[src/rtl/mul8_seq.sv]
// Sequential shift-add unsigned multiplier: one partial product per clock,
// W iterations per operation, IDLE -> RUN -> DONE handshake.
module mul8_seq #(
    parameter int W = 8
) (
    input  logic           clk,
    input  logic           res,
    input  logic           start,
    input  logic [W-1:0]   a,
    input  logic [W-1:0]   b,
    output logic           busy,
    output logic           done,
    output logic [2*W-1:0] p
);

    localparam int CW = $clog2(W) + 1;

    typedef enum logic [1:0] {IDLE, RUN, DONE} state_t;

    state_t         state;
    logic [2*W-1:0] mcand;
    logic [W-1:0]   mplier;
    logic [2*W-1:0] acc;
    logic [CW-1:0]  cnt;
    logic [2*W-1:0] acc_nxt;

    // One shift-add step: conditional add of the shifted multiplicand, wrapping in 2W bits.
    function automatic logic [2*W-1:0] shift_add(input logic [2*W-1:0] acc_in,
                                                 input logic [2*W-1:0] mcand_in,
                                                 input logic           bit_in);
        logic [2*W-1:0] r;
        r = acc_in;
        if (bit_in)
            r = acc_in + mcand_in;
        return r;
    endfunction

    always_comb begin
        acc_nxt = shift_add(acc, mcand, mplier[0]);
    end

    always_ff @(posedge clk) begin
        if (res) begin
            state  <= IDLE;
            mcand  <= '0;
            mplier <= '0;
            acc    <= '0;
            cnt    <= '0;
            busy   <= 1'b0;
            done   <= 1'b0;
            p      <= '0;
        end else begin
            case (state)
                IDLE: begin
                    if (start) begin
                        mcand  <= {{W{1'b0}}, a};
                        mplier <= b;
                        acc    <= '0;
                        cnt    <= '0;
                        busy   <= 1'b1;
                        state  <= RUN;
                    end
                end
                RUN: begin
                    acc    <= acc_nxt;
                    mcand  <= mcand << 1;
                    mplier <= mplier >> 1;
                    cnt    <= cnt + 1'b1;
                    // Last iteration: publish the product including this edge's add.
                    if (cnt == CW'(W - 1)) begin
                        p     <= acc_nxt;
                        busy  <= 1'b0;
                        done  <= 1'b1;
                        state <= DONE;
                    end
                end
                DONE: begin
                    done  <= 1'b0;
                    state <= IDLE;
                end
                default: begin
                    busy  <= 1'b0;
                    done  <= 1'b0;
                    state <= IDLE;
                end
            endcase
        end
    end

endmodule

[config.mk]
export PLATFORM = sky130hd
export DESIGN_NAME = mul8_seq
export DESIGN_NICKNAME = d
export VERILOG_FILES = /design/src/rtl/mul8_seq.sv
export SDC_FILE = /design/constraint.sdc
export NUM_CORES = 1
export LEC_CHECK = 0
export ABC_CLOCK_PERIOD_IN_PS = 4600
export CAP_MARGIN = 40
export CORE_AREA = 2 2 118 120
export CTS_CLUSTER_DIAMETER = 80
export DETAILED_ROUTE_END_ITERATION = 6
export DIE_AREA = 0 0 120 122
export DONT_BUFFER_PORTS = 1
export PLACE_DENSITY = 0.48
export SYNTH_ARGS = -nofsm -noshare
export SYNTH_HDL_FRONTEND = slang
export SYNTH_SLANG_ARGS = --single-unit
[constraint.sdc]
create_clock -name clk -period 4.6 [get_ports clk]
set_input_delay 1.38 -clock clk [delete_from_list [all_inputs] [get_ports clk]]
set_output_delay 1.38 -clock clk [all_outputs]
set_load 0.01 [all_outputs]
==> results.ini, run 1 <==
[run_status]
status=finished clean

[synthesis]
synth_top_area_share=0.3896
yosys_warnings=0
async_reset_ff_frac=0
synth_top_area_cell=dfxtp_1
synthTopCellsByCount=dfxtp_1, nor2_1, a21oi_1, nand2_1, o21ai_0
syn_avg_cell_area_um2=8.839
synthTopCellsByArea=dfxtp_1, ha_1, a21oi_1
seq_area_frac_synth=0.3896
syn_inst=372
syn-num-nets=408
synth-edff-count=0
synth_ff_type=dfxtp_1
ys_types=52
syn_area_um2=3288
ys_ff_latch=64
synth_most_common_cell=dfxtp_1

[cts]
htree_num_levels=3
cts.sinks=64
clk_pin_slew_ns=0.06
clkLatencyLatePin_ns=0.34
cts_tree=done
cts_buffers=9
post_cts_buffers=0
cts_repair_resize_count=0
cts_hold_buf=0
clock_path_buffers=2
cts_root_buf=clkbuf_16

[placement]
gp_congestion=0.8251
io_buffers=0
dp_hpwl_mm=6.249

[routing]
antenna_left=0
via_per_inst=4.819
drtIter0Drc=129
drc=0
routed_wl_mm=8.748
vias=2665
wl_per_cell_um=15.82
firstDrtPassIters=5

[global_routing]
grt_pass1_wl_mm=14.32
grt_max_degree=25
antenna_found_initial=0
grt_overflow=0
grt_util_all_layers=0.1277
grt_pass1_vias=2671

[sta]
setup_viol=0
fin_crit_ns=2.535
rsz0062_at_grt=no
fin_tns_setup_ns=0
slew_violations=0
period_share=0.5511
fmax_mhz=394.4
worstMarginPinSlew_ns=0.6578
finClkSkew_ns=0.009826
hold_viol_final=0
relSlewSlack=0.5608

[critical_path]
cpMaxStageDelayCell=o22ai_2
crit_chain=inv_1 > buf_4 > nand2b_1 > o22ai_2 > a22o_1
critPathMaxStageDelay_ns=0.50
crit_required_ns=4.88
end_kind=register
cp-start-kind=input pin
r2r_setup_slack_ns=2.15
crit_arrival_ns=2.81
crit_type=in2reg
reg2regPathDepth=5
worstPathMaxFanout=21
crit_family=compound AO/OA/AOI/OAI gates
cp.depth=5
cp_num_buf_inv=2

[floorplanning]
core_area_um2=13500
initial_core_util=0.2435
num_io_pins=37
die_w_um=120
rows=43
fp.dieH_um=122
die_area_um2=14640

[finish]
area_delta_synth_final_pct=14.76
post_route_cells_drive_above_1_share=0.1126
fillers=1406
finish.utilization=0.2794
fin_nets=404
diodes=0

[power]
cellPowerDensity_nw_per_um2=361.7
p_leak_nw=1.450
vdd_drop_max_mv=0.1557

[hold_path]
hp-class=reg2reg
whs_path_depth=2

[run]
maxCapViolCount=0

==> through the flow <==
| stage | instances | total power [mW] | setup slack [ns] | hold slack [ns] | instance area, µm² |
|---|---|---|---|---|---|
| floorplan | 372 | 0.6685 | 2.062 | 0.4160 | 3288 |
| global placement | 536 | 0.6881 | 1.788 | 0.4335 | 3460 |
| detailed placement | 537 | 0.6908 | 1.733 | 0.4345 | 3475 |
| CTS | 553 | 1.383 | 2.082 | 0.4320 | 3774 |
| global route | 553 | 1.420 | 1.957 | 0.4591 | 3774 |
| finish | 553 | 1.365 | 2.065 | 0.4323 | 3774 |
==> report_power, final <==
part	total, mW	switching (mW)	internal, mW	leakage [nW]
clock network	0.686	0.253	0.433	0.145
registers	0.585	0.0155	0.570	0.520
logic	0.0935	0.0554	0.0381	0.785
==> cells by family (layout without fill, tap and decap cells) <==
family | after synthesis | in the layout | synth area share
AO/OA/AOI/OAI | 132 | 132 | 0.2839
AND/OR/NAND/NOR | 110 | 110 | 0.1594
flip-flops | 64 | 64 | 0.3897
buffers and inverters | 26 | 27 | 0.03500
adder cells (fa/ha/maj) | 17 | 17 | 0.06697
XOR/XNOR | 13 | 13 | 0.03463
multiplexers | 10 | 10 | 0.03044
==> final cells by class <==
type                            instances  area (µm²)  area share
Multi-Input combinational cell        282        1897      0.5027
Clock inverter                          5       56.30     0.01492
Clock buffer                           11       242.7     0.06432
Tap cell                              180       225.2     0.05968
Sequential cell                        64        1281      0.3395
Timing Repair Buffer                    6       52.55     0.01393
Inverter                                5       18.77    0.004973
==> worst register-to-register path: cells and delay by family (launching register included) <==
| family | cells | cell delay (ns) |
|---|---|---|
| AND/OR/NAND/NOR | 4 | 1.47 |
| flip-flops | 1 | 0.74 |
| multiplexers | 1 | 0.14 |
==> routing by layer <==
layer | vias to the layer above | track usage | share of wire
met4 | 0 | 0.06838 | 0.021
met1 | 1250 | 0.1616 | 0.47
met5 | - | 0 | 0
met2 | 38 | 0.1967 | 0.46
met3 | 12 | 0.03605 | 0.049
li1 | 1365 | - | -
==> flip-flops by register name, indices dropped and copies added, names as in the netlist <==
name / cells
mplier: 8
cnt: 4
busy: 1
mcand: 16
p: 16
acc: 16
state: 2
done: 1
==> worst paths after layout <==
| kind | startpoint | to |
|---|---|---|
| worst min register to register | mplier[1] | mplier[0] |
| worst max register to register | state[0] | p[13] |
| worst max-delay path | res | acc[6] |
| worst min-delay path | mplier[1] | mplier[0] |
==> layout by cell type, fill, tap and decap left out, types with 8 or more instances in the layout <==
cell	synthesis	routed
dfxtp_1	64	64
nor2_1	36	35
a21oi_1	33	33
nand2_1	32	32
o21ai_0	24	24
a22o_1	17	17
ha_1	16	16
xnor2_1	10	10
a211oi_1	10	10
mux2i_1	10	10
clkbuf_16	0	9
nor2b_1	9	8
o221a_2	8	8
nand3_1	8	8
(Power assumes the default switching activity.)
==> run 2: changes to the inputs <==
--- a/config.mk
+++ b/config.mk
@@ -5,7 +5,7 @@
 export SDC_FILE = /design/constraint.sdc
 export NUM_CORES = 1
 export LEC_CHECK = 0
-export ABC_CLOCK_PERIOD_IN_PS = 4600
+export ABC_CLOCK_PERIOD_IN_PS = 2400
 export CAP_MARGIN = 40
 export CORE_AREA = 2 2 118 120
 export CTS_CLUSTER_DIAMETER = 80
==> constraint.sdc (replaced) <==
create_clock -name clk -period 2.4 [get_ports clk]
set_input_delay 0.72 -clock clk [delete_from_list [all_inputs] [get_ports clk]]
set_output_delay 0.72 -clock clk [all_outputs]
set_load 0.01 [all_outputs]
==> results.ini, run 2 (same netlist as run 1, synthesis figures left out) <==
[finish]
fillers=1439  ; +2.3%
final_common_cell=dfxtp_1
layout_common_cells=dfxtp_1, nor2_1, a21oi_1
reg.largest.list=acc: 16 flops, mcand: 16 flops, p: 16 flops
fin_nets=412  ; +2.0%
finalInstanceArea_um2=3831  ; +1.5%
post_route_cells_drive_above_1_share=0.1286  ; +0.01601
fin_cells=561  ; +1.4%
area_delta_synth_final_pct=16.51
finish.utilization=0.2837  ; +0.004262
diodes=0  ; unchanged

[power]
p_leak_nw=1.494  ; +3.0%
cellPowerDensity_nw_per_um2=684.0  ; +89%
power.total_mw=2.620  ; +92%
vdd_drop_max_mv=0.3050  ; +96%

[critical_path]
crit-reg2reg-launch=mcand[0]
end_kind=register
crit_required_ns=2.60  ; -2.28 ns
worstPathMaxFanout=3  ; -86%
cp-start-kind=register
crit_type=reg2reg
critPathLaunch=mcand[0]
crit_arrival_ns=2.42  ; -0.39 ns

[cts]
clk_pin_slew_ns=0.05  ; about the same
cts_tree=done
cts_hold_buf=0  ; unchanged
cts_buffers=9  ; unchanged
cts.sinks=64  ; unchanged
cts_root_buf=clkbuf_16
clock_path_buffers=2  ; unchanged
clkLatencyLatePin_ns=0.32  ; -0.02 ns
htree_num_levels=3  ; unchanged

[global_routing]
grt_max_degree=25  ; unchanged
antenna_found_initial=0  ; unchanged
grt_util_all_layers=0.1263  ; -0.001384
grt_pass1_wl_mm=14.33  ; about the same
grt_overflow=0  ; unchanged
grt_pass1_vias=2727  ; +2.1%

[sta]
fin_crit_ns=2.221
fin_tns_setup_ns=0  ; unchanged
slew_violations=0  ; unchanged
rsz0062_at_grt=no
worstMarginPinSlew_ns=0.6585  ; +0.0006607 ns
finClkSkew_ns=0.003128  ; -0.006697 ns
setup_viol=0  ; unchanged
period_share=0.9253
fmax_mhz=450.3
hold_viol_final=0  ; unchanged
relSlewSlack=0.5594  ; -0.001463

[placement]
dpl.cell_count=545  ; +1.5%
dp_hpwl_mm=6.503  ; +4.1%
place_area_um2=3525  ; +1.4%
io_buffers=0  ; unchanged
gp_congestion=0.8245  ; about the same

[routing]
vias=2724  ; +2.2%
antenna_left=0  ; unchanged
firstDrtPassIters=4  ; -1
drtIter0Drc=94  ; -27%
via_per_inst=4.856  ; +0.76%
drc=0  ; unchanged
routed_wl_mm=8.703  ; -0.51%
wl_per_cell_um=15.51  ; -1.9%

[hold_path]
hold_start=mplier[1]
hp-class=reg2reg

[floorplanning]
die_w_um=120  ; unchanged
initial_core_util=0.2435  ; unchanged
rows=43  ; unchanged
die_area_um2=14640  ; unchanged
fp.dieH_um=122  ; unchanged
core_area_um2=13500  ; unchanged
num_io_pins=37  ; unchanged

[run]
maxCapViolCount=0  ; unchanged

[run_status]
status=finished clean

-- run 2: path summary, 6_finish.rpt --
path / to / slack (ns) / depth (start not counted)
hold reg to reg: mplier[0] / 0.46 / 2
setup reg to reg: p[12] / 0.18 / 8
setup / recovery: p[12] / 0.18 / 8
hold / removal: mplier[0] / 0.46 / 2
-- run 2: power by group --
group	switching (mW)	leakage (nW)	internal (mW)
Sequential	0.0276	0.520	1.09
Clock	0.454	0.150	0.857
Combinational	0.111	0.824	0.0782
-- run 2: metrics by stage --
stage | worst slack (ns) | hold slack [ns]
after floorplan | 0.3508 | 0.4160
after global placement | 0.1046 | 0.4572
after detailed placement | 0.05041 | 0.4584
after CTS | 0.02312 | 0.4561
after global routing | 0.01593 | 0.4524
final | 0.1792 | 0.4569
-- run 2: per-layer routing --
| layer | vias up | global-route usage | wire length [µm] |
|---|---|---|---|
| met5 | - | 0 | 0 |
| met4 | 0 | 0.04044 | 139 |
| met3 | 9 | 0.03839 | 333 |
| met2 | 30 | 0.2049 | 4004 |
| met1 | 1302 | 0.1605 | 4227 |
| li1 | 1383 | - | - |
-- run 2: area by class of cell --
class | count | area (µm²) | area share
Clock inverter | 3 | 40.04 | 0.01045
Clock buffer | 13 | 260.3 | 0.06793
Timing Repair Buffer | 14 | 105.1 | 0.02743
Sequential cell | 64 | 1281 | 0.3344
Multi-Input combinational cell | 282 | 1901 | 0.4961
Tap cell | 180 | 225.2 | 0.05879
Inverter | 5 | 18.77 | 0.004899
-- run 2: repair_timing --
action / in CTS / in global routing
setup endpoints to repair: 0 / 6
setup buffers: 0 / 0
gates resized for setup: 0 / 1
-- run 2: worst max-delay path: stages (launching register included) --
cell and delay, ns:
dfxtp_1 0.32, ha_1 0.24, fa_1 0.41, a21o_1 0.21, a311oi_2 0.28, o311a_1 0.26
o21bai_1 0.09, xnor2_1 0.16, o21ai_0 0.11
==> RTL change, RTL diff (flow settings as in run 2) <==
Register the inputs `res`, `start`, `a` and `b` before use. The logic sees them one clock later.
--- a/src/rtl/mul8_seq.sv
+++ b/src/rtl/mul8_seq.sv
@@ -16,6 +16,18 @@
     localparam int CW = $clog2(W) + 1;
 
     typedef enum logic [1:0] {IDLE, RUN, DONE} state_t;
+
+    logic res_q;
+    logic start_q;
+    logic [W-1:0] a_q;
+    logic [W-1:0] b_q;
+
+    always_ff @(posedge clk) begin
+        res_q   <= res;
+        start_q <= start;
+        a_q     <= a;
+        b_q     <= b;
+    end
 
     state_t         state;
     logic [2*W-1:0] mcand;
@@ -40,7 +52,7 @@
     end
 
     always_ff @(posedge clk) begin
-        if (res) begin
+        if (res_q) begin
             state  <= IDLE;
             mcand  <= '0;
             mplier <= '0;
@@ -52,9 +64,9 @@
         end else begin
             case (state)
                 IDLE: begin
-                    if (start) begin
-                        mcand  <= {{W{1'b0}}, a};
-                        mplier <= b;
+                    if (start_q) begin
+                        mcand  <= {{W{1'b0}}, a_q};
+                        mplier <= b_q;
                         acc    <= '0;
                         cnt    <= '0;
                         busy   <= 1'b1;
Formal check against the unedited RTL: not equivalent (a bounded check fails within 4 cycles, from zero or initial values).
==> RTL change against run 2 <==
  * Setup slack worse by 0.046 ns
  * Synthesized area rose by 15%
  * Clock skew grew 0.0046 ns
  * Routed wire length is 10% higher
  * Design area rose by 15%
  * Sequential cell count grew 18
  * Sequential power grew 29%
  * Total power up 15%
  * Critical path type unchanged
  * Largest power group is now registers
==> RTL change: results (changes against run 2) <==
Parameter                              Value

Logic synthesis
  Post-Synth Adder-Cell Area    0.0581 (-0.00889)
  Fraction of the mapped netlist area in compound gates    0.277 (-0.00664)
  Sequential element share of the synthesized area    0.433 (+0.0434)
  Synthesized-area fraction occupied by xor and xnor cells    0.0185 (-0.0161)
  Mean area per synthesized cell    9.34 µm² (+5.6%)
  Count of distinct cell types in the synthesized netlist    61 (+17%)

Layout
  Fraction of area in non-clock buffers    0.0324 (+0.00501)
  Combined area of the multi-input logic cells    0.00207 mm² (+9.0%)
  Total number of multi-input combinational cells    294 (+4.3%)
  Number of fillers in the final layout    1423 (-1.1%)
  Number of logic inverters in the finished layout    7 (+2)
  Relative area of clock buffers and inverters in the final design    0.0660 (-0.0124)
  Number of clock-tree buffers in the layout    11 (-2)

Timing
  Final setup slack of the worst path    0.133 ns (-0.0464 ns)
  Fin Hold WS    0.401 ns (-0.0557 ns)
  Worst clock skew on the final layout    0.00769 ns (+0.00456 ns)

Placement
  Worst Setup Slack post-DPL    0.0911 ns (+0.0407 ns)
  Number of placed instances with taps included    582 (+6.8%)
  Estimated wirelength of the detail-placed design    6.56 mm (+0.92%)

Setup path
  Worst path arrival time    2.48 ns (+0.06 ns)
  Crit Path Max Fanout    7 (+4)
  Critical path's slowest cell    sky130_fd_sc_hd__ha_1
  Largest stage delay on the critical path    0.39 ns (-0.02 ns)

Drt
  Detailed-routed wire length on met3    452 µm (+36%)
  Initial drt markers    160 (+70%)
  Total length of routed met2 wires    4.25 mm (+6.2%)
  Final routed wire length divided by cell count    16.1 µm (+3.5%)
  Routed Wire Length    9.60 mm (+10%)

Status
  Result of the run    finished, final reports clean

GRT
  Total routing resource utilization after global routing    0.136 (+0.00993)
  Met3 routing resource usage after global routing    0.0421 (+0.00375)
  Via count of the first global-routing pass    2946 (+8.0%)

Power and ir drop
  Net switching fraction of the power    0.248 (+0.0221)
  Maximum vdd ir drop    341 µV (+12%)

Min path
  Min-delay src    b[7]

CTS
  Worst-skew pair later-pin latency    0.34 ns (+0.02 ns)
[RTL change: changes by cell type in the layout (fill, tap and decap cells not counted), moves of 4 or more]
cell | before | now
sky130_fd_sc_hd__a22o_1 | 17 | 10
sky130_fd_sc_hd__a22oi_1 | 4 | 9
sky130_fd_sc_hd__a32o_1 | 0 | 4
sky130_fd_sc_hd__buf_4 | 14 | 19
sky130_fd_sc_hd__dfxtp_1 | 64 | 82
sky130_fd_sc_hd__nand2_1 | 32 | 19
sky130_fd_sc_hd__nor2_1 | 36 | 54
sky130_fd_sc_hd__nor2b_1 | 8 | 17
sky130_fd_sc_hd__o21ai_0 | 24 | 10
sky130_fd_sc_hd__o221a_2 | 8 | 14
[RTL change: power by group through the flow]
stage	combinational (µW)	clock, µW	sequential [µW]
2_1_floorplan	178	0	1460
3_3_place_gp	236	0	1470
3_5_place_dp	237	0	1470
4_1_cts	238	1380	1440
5_1_grt	266	1430	1440
6_report	238	1330	1440
